[src/rtl/stack_pkg.sv]
// Shared types and encodings for the pop/push LIFO stack node.
package stack_pkg;

   typedef enum logic [0:0] {
      IDLE  = 1'b0,
      DRAIN = 1'b1
   } stack_state_t;

   // Qualified {push,pop} operation encodings.
   localparam logic [1:0] OP_HOLD = 2'b00;
   localparam logic [1:0] OP_PUSH = 2'b10;
   localparam logic [1:0] OP_POP  = 2'b01;
   localparam logic [1:0] OP_REPL = 2'b11;

   // Per-cell load select.
   localparam logic [1:0] CELL_HOLD  = 2'd0;
   localparam logic [1:0] CELL_ABOVE = 2'd1;
   localparam logic [1:0] CELL_BELOW = 2'd2;
   localparam logic [1:0] CELL_DATA  = 2'd3;

endpackage

[src/rtl/stack_cell.sv]
// One stack entry: a WIDTH-bit register loading from hold, the entry above,
// the entry below, or the external data word.
module stack_cell #(
   parameter int WIDTH = 3
) (
   input  logic             clk,
   input  logic             reset,
   input  logic [1:0]       sel,
   input  logic [WIDTH-1:0] above,
   input  logic [WIDTH-1:0] below,
   input  logic [WIDTH-1:0] load_data,
   output logic [WIDTH-1:0] q
);
   import stack_pkg::*;

   always_ff @(posedge clk) begin
      if (reset) begin
         q <= '0;
      end else begin
         case (sel)
            CELL_ABOVE: q <= above;
            CELL_BELOW: q <= below;
            CELL_DATA:  q <= load_data;
            default:    q <= q;
         endcase
      end
   end

endmodule

[src/rtl/pop_stack_node.sv]
// Parametrised shift-register LIFO with occupancy, sticky error flags,
// replace-top and a drain mode streaming the stack out over valid/ready.
module pop_stack_node #(
   parameter int  WIDTH = 3,
   parameter int  DEPTH = 8,
   localparam int CW    = $clog2(DEPTH + 1)
) (
   input  logic             clk,
   input  logic             reset,
   input  logic             push,
   input  logic             pop,
   input  logic [WIDTH-1:0] data_in,
   input  logic             drain,
   input  logic             clear_err,
   output logic [WIDTH-1:0] top,
   output logic [CW-1:0]    count,
   output logic             empty,
   output logic             full,
   output logic             busy,
   output logic             overflow,
   output logic             underflow,
   output logic [WIDTH-1:0] down_data,
   output logic             down_valid,
   input  logic             down_ready
);
   import stack_pkg::*;

   localparam logic [CW-1:0] FULL_CNT = CW'(DEPTH);

   stack_state_t     state_q, state_d;
   logic [CW-1:0]    count_q, count_d;
   logic             ovf_q, ovf_d, unf_q, unf_d;
   logic [1:0]       top_sel, body_sel;
   logic [WIDTH-1:0] entry [DEPTH];

   assign empty = (count_q == '0);
   assign full  = (count_q == FULL_CNT);

   always_comb begin
      state_d  = state_q;
      count_d  = count_q;
      top_sel  = CELL_HOLD;
      body_sel = CELL_HOLD;
      ovf_d    = clear_err ? 1'b0 : ovf_q;
      unf_d    = clear_err ? 1'b0 : unf_q;
      case (state_q)
         IDLE: begin
            // A drain on a non-empty stack pre-empts any push/pop this cycle.
            if (drain && !empty) begin
               state_d = DRAIN;
            end else begin
               case ({push, pop})
                  OP_PUSH: begin
                     if (!full) begin
                        top_sel  = CELL_ABOVE;
                        body_sel = CELL_ABOVE;
                        count_d  = count_q + CW'(1);
                     end else begin
                        ovf_d = 1'b1;
                     end
                  end
                  OP_POP: begin
                     if (!empty) begin
                        top_sel  = CELL_BELOW;
                        body_sel = CELL_BELOW;
                        count_d  = count_q - CW'(1);
                     end else begin
                        unf_d = 1'b1;
                     end
                  end
                  OP_REPL: begin
                     top_sel = CELL_DATA;
                     if (empty) count_d = CW'(1);
                  end
                  default: ;
               endcase
            end
         end
         DRAIN: begin
            if (down_ready) begin
               top_sel  = CELL_BELOW;
               body_sel = CELL_BELOW;
               count_d  = count_q - CW'(1);
               if (count_q == CW'(1)) state_d = IDLE;
            end
         end
         default: state_d = IDLE;
      endcase
   end

   always_ff @(posedge clk) begin
      if (reset) begin
         state_q <= IDLE;
         count_q <= '0;
         ovf_q   <= 1'b0;
         unf_q   <= 1'b0;
      end else begin
         state_q <= state_d;
         count_q <= count_d;
         ovf_q   <= ovf_d;
         unf_q   <= unf_d;
      end
   end

   for (genvar i = 0; i < DEPTH; i++) begin : g_cell
      logic [WIDTH-1:0] above_v, below_v;
      if (i == 0) begin : g_first
         assign above_v = data_in;
      end else begin : g_rest
         assign above_v = entry[i-1];
      end
      if (i == DEPTH - 1) begin : g_last
         assign below_v = '0;
      end else begin : g_inner
         assign below_v = entry[i+1];
      end
      stack_cell #(
         .WIDTH(WIDTH)
      ) u_cell (
         .clk      (clk),
         .reset    (reset),
         .sel      ((i == 0) ? top_sel : body_sel),
         .above    (above_v),
         .below    (below_v),
         .load_data(data_in),
         .q        (entry[i])
      );
   end

   assign top        = entry[0];
   assign count      = count_q;
   assign busy       = (state_q == DRAIN);
   assign down_valid = busy;
   assign down_data  = busy ? entry[0] : '0;
   assign overflow   = ovf_q;
   assign underflow  = unf_q;

endmodule

[config.mk]
export PLATFORM = sky130hd
export DESIGN_NAME = pop_stack_node
export DESIGN_NICKNAME = d
export VERILOG_FILES = /design/src/rtl/stack_pkg.sv /design/src/rtl/stack_cell.sv /design/src/rtl/pop_stack_node.sv
export SDC_FILE = /design/constraint.sdc
export NUM_CORES = 1
export LEC_CHECK = 0
export BUFFER_PORTS_ARGS = -buffer_cell sky130_fd_sc_hd__buf_2
export CORE_ASPECT_RATIO = 1.75
export CORE_UTILIZATION = 47
export DETAILED_ROUTE_END_ITERATION = 10
export GPL_ROUTABILITY_DRIVEN = 0
export PLACE_DENSITY = 0.7
export SLEW_MARGIN = 20
export SYNTH_ARGS = -nofsm -noshare
export SYNTH_HDL_FRONTEND = slang
export SYNTH_SLANG_ARGS = --single-unit
[constraint.sdc]
create_clock -name clk -period 1.75 [get_ports clk]
set_input_delay 0.0875 -clock clk [delete_from_list [all_inputs] [get_ports clk]]
set_output_delay 0.0875 -clock clk [all_outputs]
set_load 0.02 [all_outputs]
==> metrics, run 1 <==
global-route wire length before repair=8230 um; Syn Inst Count=214; share of layout cells above drive strength 1=35.7%; Area contributors post-synth=dfxtp_1 (32%), mux2i_1 (9.3%), a21oi_1 (6.7%); critical path required time=1.92 ns; largest net degree at the start of global routing=20; die width=50.5 um; max-cap violations=0; Synth Net Count=231; port bufs=25; RSZ-0062 raised after global routing=yes; Pwr Total=0.00366 W; Post-DP HPWL=3610 um; Starting Density=49.5%; Inserted Clock Buffers=5; count leader, synth=dfxtp_1; H-tree Lvls=2; vias in the first global route=1,843; Clk network pwr share=19.2%; antenna-violating nets left=0; max-slew violations=0; leakage power=1.02 nW; TNS Setup=-1.32 ns; switching part of the total power=40.8%; NetSw=0.00149 W; count of cell types in the netlist=45; endpoints failing setup=25; clk_lat worst skew=0.29 ns; Comb pwr share=54.6%; Nets=274; HP Class=input pin to flop; clk sinks=31; Async SR Flop Fraction=0%; Pre-antenna DRT Iters=4; Util after Layout=62.9%; Hold Vio Cnt, Final=0; largest area contributor in the netlist=dfxtp_1; DP Cell Count=295; pin slew with the least headroom to its limit=0.409 ns; CTS root buf=clkbuf_8; Critical Path End Type=flop; top cells by count, synth=dfxtp_1 (31), a21oi_1 (26), mux2i_1 (18); initial DRC count=67; Startpoint Class=flop; CP max FO=7; Max transition margin=72.7%; EDFF count, synth=0; routed vias/inst=6.12; # IOs=26; overall routed net length=5160 um; Seq cells post-synth=31; Fin Hold WS=0.119 ns; # rows=30; Die Area=4380 um^2; ys flop type=dfxtp_1; Die Y=86.8 um; YS warnings=0; min cycle time layout=1.85 ns; sequential fraction of the synthesis area=32.1%; Clock Path Buffers=2; Final WS setup=-0.102 ns; DRC Markers=0; Yosys top cell area share=32.1%; Cell Pwr Density=1490 nW/um^2; Seq pwr share=26.1%; fmax=540 MHz; failing checks=negative setup slack; Routed WL per cell=16.9 um; area grow syn2layout=27.2%; period utilization=106%; CP arrival=2.03 ns; All-Layer GR Usage=24.5%; TritonCTS clock tree=yes; Avg Cell Area, Syn=9.02 um^2; Int Pwr=0.00217 W; Clock Skew=0.00887 ns; maximum vdd drop=0.000872 V; antenna diode count=0; total grt overflow=0; final non-filler cell total=306; initial antenna violation count=0; Fillers=349; total core area=3900 um^2; clk slew on worst S/H paths=0.07 ns; path type of the worst setup path=flop to flop; synthesized cell area=1930 um^2; via count=1,873; status=finished, violations left
-- area by class of cell --
cell class / instances / area [um^2] / share of cell area, %
clock buffer: 7 / 76.3 / 3.11
sequential: 31 / 628 / 25.6
inverter: 13 / 56.3 / 2.29
timing repair buffer: 51 / 363 / 14.8
tap: 48 / 60.1 / 2.45
clock inverter: 1 / 30.0 / 1.22
multi-input combinational: 155 / 1240 / 50.6
-- stage by stage --
stage	setup slack (ns)	instance area [um^2]
2_1_floorplan	-0.0756	1990
3_3_place_gp	-0.126	2260
3_5_place_dp	-0.173	2260
4_1_cts	-0.0801	2430
5_1_grt	-0.146	2450
6_report	-0.102	2450
-- logic make-up after synthesis --
kind of cell	synth area share, %
DFF	32.1
and+or+nand+nor	13.2
buffers and inverters	8.10
AOI/OAI and AO/OA	32.7
adders and majority gates	4.54
muxes	9.33
-- cells in the final DEF, fill, tap and decap left out, drive strengths merged, types with 4 or more instances in the layout --
cell type | netlist | routed
buf | 12 | 51
dfxtp | 31 | 31
a21oi | 26 | 26
mux2i | 18 | 18
o22ai | 15 | 15
nor2 | 13 | 13
inv | 13 | 13
o21ai | 8 | 8
ha | 7 | 7
clkbuf | 4 | 7
o32ai | 6 | 6
o211a | 5 | 5
nor3b | 5 | 5
nor3 | 4 | 4
nand2b | 4 | 4
nand2 | 4 | 4
or2 | 3 | 4
o31ai | 4 | 4
-- metal layers --
metal	part of all wire [%]	global-route usage, %	wire [um]	up-vias
met3	3.3	4.91	172	21
met4	3.9	14.1	201	0
li1	-	-	-	897
met1	39	25.5	2020	896
met5	0	0	0	-
met2	54	44.1	2760	59
-- critical path, cell delays in order, from the launching register on --
cell and delay [ns]:
dfxtp_4 0.36, inv_4 0.05, ha_4 0.15, or3b_4 0.42, buf_6 0.14, o31ai_4 0.32
o221a_2 0.26, nor3_1 0.04
-- state kept, by name (all words and copies together) (netlist names) --
signal / flops
count: 4
g_cell.u_cell.q: 24
busy: 1
overflow: 1
underflow: 1
-- path summary, 6_finish.rpt --
| kind | to | cells after the start | from | slack (ns) |
|---|---|---|---|---|
| worst max-delay path | count[0]$_SDFFE_PP0P_ | 7 | count[0]$_SDFFE_PP0P_ | -0.10 |
| worst min-delay path | g_cell[0].u_cell.q[2]$_SDFFE_PP0P_ | 3 | data_in[2] | 0.12 |
| worst max register to register | count[0]$_SDFFE_PP0P_ | 7 | count[0]$_SDFFE_PP0P_ | -0.10 |
| worst min register to register | overflow$_SDFF_PP0_ | 2 | overflow$_SDFF_PP0_ | 0.49 |
-- timing repair --
item                                    4_1_cts  5_1_grt
setup buffers                                 1        0
cloned                                        0        2
pin swaps                                    14        1
gates resized for setup                      15        6
endpoints found under the setup margin       29       29
hold buffers                                  0        0
-- power groups by stage --
stage / Clock, W / Combinational [W] / Sequential [W]
3_3_place_gp: 0 / 0.00175 / 0.000961
5_1_grt: 0.000742 / 0.00213 / 0.000979
3_5_place_dp: 0 / 0.00179 / 0.000962
4_1_cts: 0.000722 / 0.00195 / 0.000955
2_1_floorplan: 0 / 0.00115 / 0.00105
6_report: 0.000704 / 0.00200 / 0.000957
(Power assumes the default switching activity.)
==> run 2: changes to the inputs <==
Settings changed: ABC_AREA from default to 1, PLACE_DENSITY 0.7 to 0.69.
==> run 2 against run 1 <==
The run now ends clean. Die area is 9.6% higher. First-iteration DRC count fell by 21%. Synthesized cell count is 46% higher. Core utilization fell by 7.9 points. Non-clock buffer count decreased by 15. Worst hold slack got worse by 0.061 ns. Wire length down 6.7%. Final area decreased by 2.2%. Critical path depth rose by 5. Critical path type unchanged. Highest routed layer unchanged.
==> metrics, run 2 <==
status=finished, final reports clean; Area contributors post-synth=dfxtp_1 (29%), nand2_1 (13%), nand3_1 (5.9%); total grt overflow=0; Cell Pwr Density=1630 nW/um^2; die width=52.8 um; Largest Register=g_cell.u_cell.q; Comb pwr share=56.0%; sequential fraction of the synthesis area=29.2%; Seq pwr share=30.1%; HP Class=input pin to flop; top cells by count, synth=nand2_1 (71), dfxtp_1 (31), inv_1 (29); Async SR Flop Fraction=0%; max-cap violations=0; Starting Density=48.6%; Avg Cell Area, Syn=6.78 um^2; synthesized cell area=2120 um^2; CP max FO=13; Pwr Total=0.00392 W; maximum vdd drop=0.00114 V; Post-DP HPWL=3630 um; Inserted Clock Buffers=5; ys flop type=dfxtp_1; max-slew violations=0; global-route wire length before repair=8020 um; count leader, synth=nand2_1; initial antenna violation count=0; Clk network pwr share=14.0%; count of cell types in the netlist=30; period utilization=90.5%; Critical Path End Type=flop; Synth Net Count=330; # rows=32; share of layout cells above drive strength 1=21.2%; Startpoint Class=flop; vias in the first global route=1,842; Die Y=90.9 um; port bufs=25; critical path required time=1.93 ns; pin slew with the least headroom to its limit=0.428 ns; RSZ-0062 raised after global routing=no; Util after Layout=55.0%; total core area=4360 um^2; area grow syn2layout=13.1%; CP arrival=1.77 ns; antenna-violating nets left=0; switching part of the total power=46.5%; max reg flops=24; Clock Path Buffers=2; EDFF count, synth=0; Die Area=4800 um^2; fmax=632 MHz; All-Layer GR Usage=22.2%; routed vias/inst=5.21; overall routed net length=4810 um; TNS Setup=0 ns; Routed WL per cell=12.3 um; largest net degree at the start of global routing=25; Hold Vio Cnt, Final=0; CTS root buf=clkbuf_8; path type of the worst setup path=flop to flop; TritonCTS clock tree=yes; NetSw=0.00182 W; DRC Markers=0; Seq cells post-synth=31; Syn Inst Count=313; Nets=356; antenna diode count=0; YS warnings=0; Pre-antenna DRT Iters=6; endpoints failing setup=0; H-tree Lvls=2; hold buffers post-CTS=0; Max transition margin=71.2%; leakage power=1.26 nW; min cycle time layout=1.58 ns; most common cell after layout, fill and taps aside=nand2_1; largest area contributor in the netlist=dfxtp_1; clk_lat worst skew=0.29 ns; initial DRC count=53; clk sinks=31; via count=2,038; Yosys top cell area share=29.2%; clk slew on worst S/H paths=0.07 ns; # IOs=26; Clock Skew=0.00711 ns; Int Pwr=0.00210 W; commonest non-fill, non-tap cells in the layout=nand2_1 (71), inv_1 (29), dfxtp_1 (28), nor2_1 (27)
run 2: cell count changes after synthesis, moves of 8 or more:
cell      delta
nand2_1     +67
nand3_1     +23
mux2i_1     -18
inv_1       +17
nand4_1     +17
a21oi_1     -15
nor2_1      +15
o22ai_1     -15
o21ai_0     +12
clkinv_1     +9
o21ai_1      +9
nand3b_1     +8
run 2: final timing paths:
| path | startpoint | slack (ns) | depth (start not counted) | endpoint |
|---|---|---|---|---|
| hold reg to reg | underflow$_SDFF_PP0_ | 0.46 | 2 | underflow$_SDFF_PP0_ |
| setup / recovery | count[1]$_SDFFE_PP0P_ | 0.17 | 12 | g_cell[6].u_cell.q[0]$_SDFFE_PP0P_ |
| setup reg to reg | count[1]$_SDFFE_PP0P_ | 0.17 | 12 | g_cell[6].u_cell.q[0]$_SDFFE_PP0P_ |
| hold / removal | clear_err | 0.06 | 4 | underflow$_SDFF_PP0_ |
run 2: layer usage:
layer / GRT usage (%) / wire length (um)
met3: 4.38 / 130
met1: 22.1 / 1860
met5: 0 / 0
met4: 8.99 / 111
met2: 41.6 / 2720
run 2: cells by family after synthesis:
group / after synthesis / share of synthesized area, %
xor gates and xnor gates: 4 / 1.65
adders and majority gates: 7 / 4.13
and+or+nand+nor: 170 / 41.7
AOI/OAI and AO/OA: 40 / 9.55
DFF: 31 / 29.2
buffers and inverters: 61 / 13.7
run 2: repair_timing:
| item | in CTS | in global routing |
|---|---|---|
| resized for setup | 0 | 5 |
| endpoints found under the setup margin | 0 | 24 |
| buffers inserted | 0 | 0 |
run 2: worst max-delay path, stage by stage, from the launching register on:
cell,delay [ns]
dfxtp_1,0.31
inv_1,0.12
ha_4,0.19
nand3_2,0.09
nand2_2,0.10
inv_2,0.05
nand2_4,0.12
buf_4,0.20
nand3b_1,0.09
nand2_1,0.07
clkinv_1,0.06
nand2_1,0.06
inv_1,0.03
run 2: layout make-up:
cell class                 count  area (um^2)
sequential                    31          624
timing repair buffer          36          236
inverter                      44          168
tap                           51         63.8
clock inverter                 1         5.00
clock buffer                   7         76.3
fill                         440         1960
multi-input combinational    221         1230
run 2: through the flow:
stage	worst slack, ns	hold WS, ns	cells	cell area (um^2)
2_1_floorplan	0.0288	0.263	313	2130
3_3_place_gp	0.0942	0.359	383	2300
3_5_place_dp	0.0575	0.362	383	2300
4_1_cts	0.0410	0.0581	391	2380
5_1_grt	0.00715	0.0916	391	2400
6_report	0.167	0.0578	391	2400
run 2: power groups by stage:
| stage | Clock (W) | Sequential [W] | Combinational (W) |
|---|---|---|---|
| after detailed placement | 0 | 0.00118 | 0.00216 |
| after CTS | 0.000559 | 0.00117 | 0.00217 |
| final | 0.000547 | 0.00118 | 0.00219 |
| after floorplan | 0 | 0.00121 | 0.00166 |
| after global placement | 0 | 0.00119 | 0.00214 |
| after global routing | 0.000588 | 0.00121 | 0.00246 |
==> run 3: changes to the inputs <==
Settings changed: ABC_AREA 1 to default, CORE_MARGIN from default to 1.5, PLACE_DENSITY 0.69 to 0.7.
==> run 3 against run 2 <==
The run now ends with negative setup slack left. First-iteration DRC count increased by 53%. Worst setup slack got worse by 0.31 ns. Wire length increased by 13%. Clock power decreased by 1%. Combinational power decreased by 2%. Sequential share of layout area decreased by 1.4 points. Non-clock buffer count increased by 22. Worst hold slack improved by 0.059 ns. Global-route usage increased by 3.2 points. Die area decreased by 5.9%. Core utilization increased by 10 points. Largest power group unchanged.
==> metrics, run 3 (synthesized netlist as in run 1, its figures left out) <==
Largest Register=g_cell.u_cell.q; critical path required time=1.91 ns; TritonCTS clock tree=yes; routed vias/inst=6.09; RSZ-0062 raised after global routing=yes; maximum vdd drop=0.000918 V; HP Class=input pin to flop; initial DRC count=81; metal3 WL=174 um; CTS root buf=clkbuf_8; Routed WL per cell=17.4 um; antenna diode count=0; TNS Setup=-2.21 ns; wl on met1=2050 um; most common cell after layout, fill and taps aside=dfxtp_1; All-Layer GR Usage=25.4%; clk_lat worst skew=0.28 ns; hold buffers post-CTS=0; H-tree Lvls=2; Pre-antenna DRT Iters=4; DRC Markers=0; clk sinks=31; # IOs=26; antenna-violating nets left=0; Die Area=4520 um^2; FF-to-FF path depth=10; Hold Startpoint=data_in[2]; initial antenna violation count=0; failing checks=negative setup slack; pin slew with the least headroom to its limit=0.453 ns; fmax=528 MHz; area grow syn2layout=32.3%; commonest non-fill, non-tap cells in the layout=dfxtp_1 (29), buf_2 (25), a21oi_1 (23), buf_4 (21), mux2i_1 (17); Startpoint Class=flop; port bufs=25; share of layout cells above drive strength 1=38.1%; Critical Path End Type=flop; CP cell instances=inv_4 -> ha_4 -> buf_6 -> nand3b_1 -> inv_4 -> a211oi_4 -> buf_6 -> buf_12 -> mux2i_1 -> o32ai_1; period utilization=108%; Reg area=628 um^2; Die Y=87.8 um; die width=51.5 um; max-cap violations=0; Worst R2R Start=count[1]$_SDFFE_PP0P_; area of the multi-input gates=1290 um^2; Crit-path slowest cell=dfxtp_4; Util after Layout=65.4%; critical path's top delay family=buffers and inverters; Nets=281; Starting Density=49.5%; total grt overflow=0; clk slew on worst S/H paths=0.07 ns; Max transition margin=69.8%; Clock Path Buffers=2; Inserted Clock Buffers=5; vias in the first global route=1,914; max reg flops=24; Hold Vio Cnt, Final=0; total core area=3900 um^2; min cycle time layout=1.90 ns; via count=1,907; number of buffers and inverters on the critical path=5; Final WS setup=-0.145 ns; overall routed net length=5450 um; slowest cell delay on critical path=0.36 ns; CP max FO=8; global-route wire length before repair=8740 um; Cell Pwr Density=1430 nW/um^2; endpoints failing setup=28; path type of the worst setup path=flop to flop; Hold Path End=g_cell[0].u_cell.q[2]$_SDFFE_PP0P_; # rows=30; leakage power=1.07 nW; CP arrival=2.05 ns; uppermost routed layer=met4; setup slack, reg-to-reg=-0.15 ns; largest net degree at the start of global routing=20; routed wl met2=3030 um; Fillers=350; status=finished, violations left; max-slew violations=0; Crit Reg-Reg Endpoint=g_cell[7].u_cell.q[2]$_SDFFE_PP0P_; WHS Path Cells=3; Post-DP HPWL=3780 um; Clock Skew=0.00567 ns
run 3: cell count changes in the layout (fill, tap and decap cells not counted), moves of 13 or more:
cell,delta
buf_4,+13
inv_1,-20
mux2i_1,+17
nand2_1,-68
nand3_1,-23
nand4_1,-17
nor2_1,-14
o21ai_0,-13
o22ai_1,+15
run 3: area by class of cell:
type | instances | share of cell area (%)
clock buffers | 7 | 2.99
inverters | 13 | 2.11
clock inverters | 1 | 0.196
repair buffers | 58 | 17.4
multi-input cells | 155 | 50.4
well taps | 48 | 2.35
flip-flops and latches | 31 | 24.6
run 3: where the power goes:
group          total (W)  internal (W)  switching, W
Combinational    0.00215       0.00100       0.00114
Clock           0.000541      0.000279      0.000262
Sequential      0.000959      0.000831      0.000127
run 3: stage by stage:
stage / instance area, um^2 / std cells / hold slack, ns / power (W) / setup WS, ns
floorplan: 1990 / 214 / 0.270 / 0.00220 / -0.0756
global placement: 2280 / 298 / 0.400 / 0.00275 / -0.125
detailed placement: 2280 / 298 / 0.404 / 0.00278 / -0.175
CTS: 2490 / 312 / 0.104 / 0.00356 / -0.125
global route: 2550 / 313 / 0.145 / 0.00386 / -0.237
finish: 2550 / 313 / 0.116 / 0.00365 / -0.145
run 3: per-layer routing:
metal  global-route usage, %  vias to the layer above
met3                    5.12                       17
met1                    26.2                      932
li1                        -                      910
met4                    16.3                        0
met5                       0                        -
met2                    45.3                       48
run 3: how the worst max path moves through the flow:
stage / cells after the start / from / slack (ns) / endpoint
6_report: 10 / count[1]$_SDFFE_PP0P_ / -0.15 / g_cell[7].u_cell.q[2]$_SDFFE_PP0P_
5_1_grt: 10 / count[0]$_SDFFE_PP0P_ / -0.24 / g_cell[7].u_cell.q[2]$_SDFFE_PP0P_
4_1_cts: 7 / count[0]$_SDFFE_PP0P_ / -0.12 / count[0]$_SDFFE_PP0P_
3_5_place_dp: 7 / count[1]$_SDFFE_PP0P_ / -0.18 / count[0]$_SDFFE_PP0P_
3_3_place_gp: 7 / count[1]$_SDFFE_PP0P_ / -0.13 / count[0]$_SDFFE_PP0P_
2_1_floorplan: 7 / count[1]$_SDFFE_PP0P_ / -0.08 / g_cell[0].u_cell.q[0]$_SDFFE_PP0P_
run 3: worst reg2reg max path: stages (launching register included):
cell and delay, ns:
dfxtp_4 0.36, inv_4 0.04, ha_4 0.15, buf_6 0.12
nand3b_1 0.19, inv_4 0.11, a211oi_4 0.22, buf_6 0.15
buf_12 0.13, mux2i_1 0.20, o32ai_1 0.11
run 3: what timing repair did:
item	CTS	global route
resized for setup	19	10
setup buffers	4	1
setup endpoints to repair	29	29
pin swaps	14	14
gates cloned	2	1
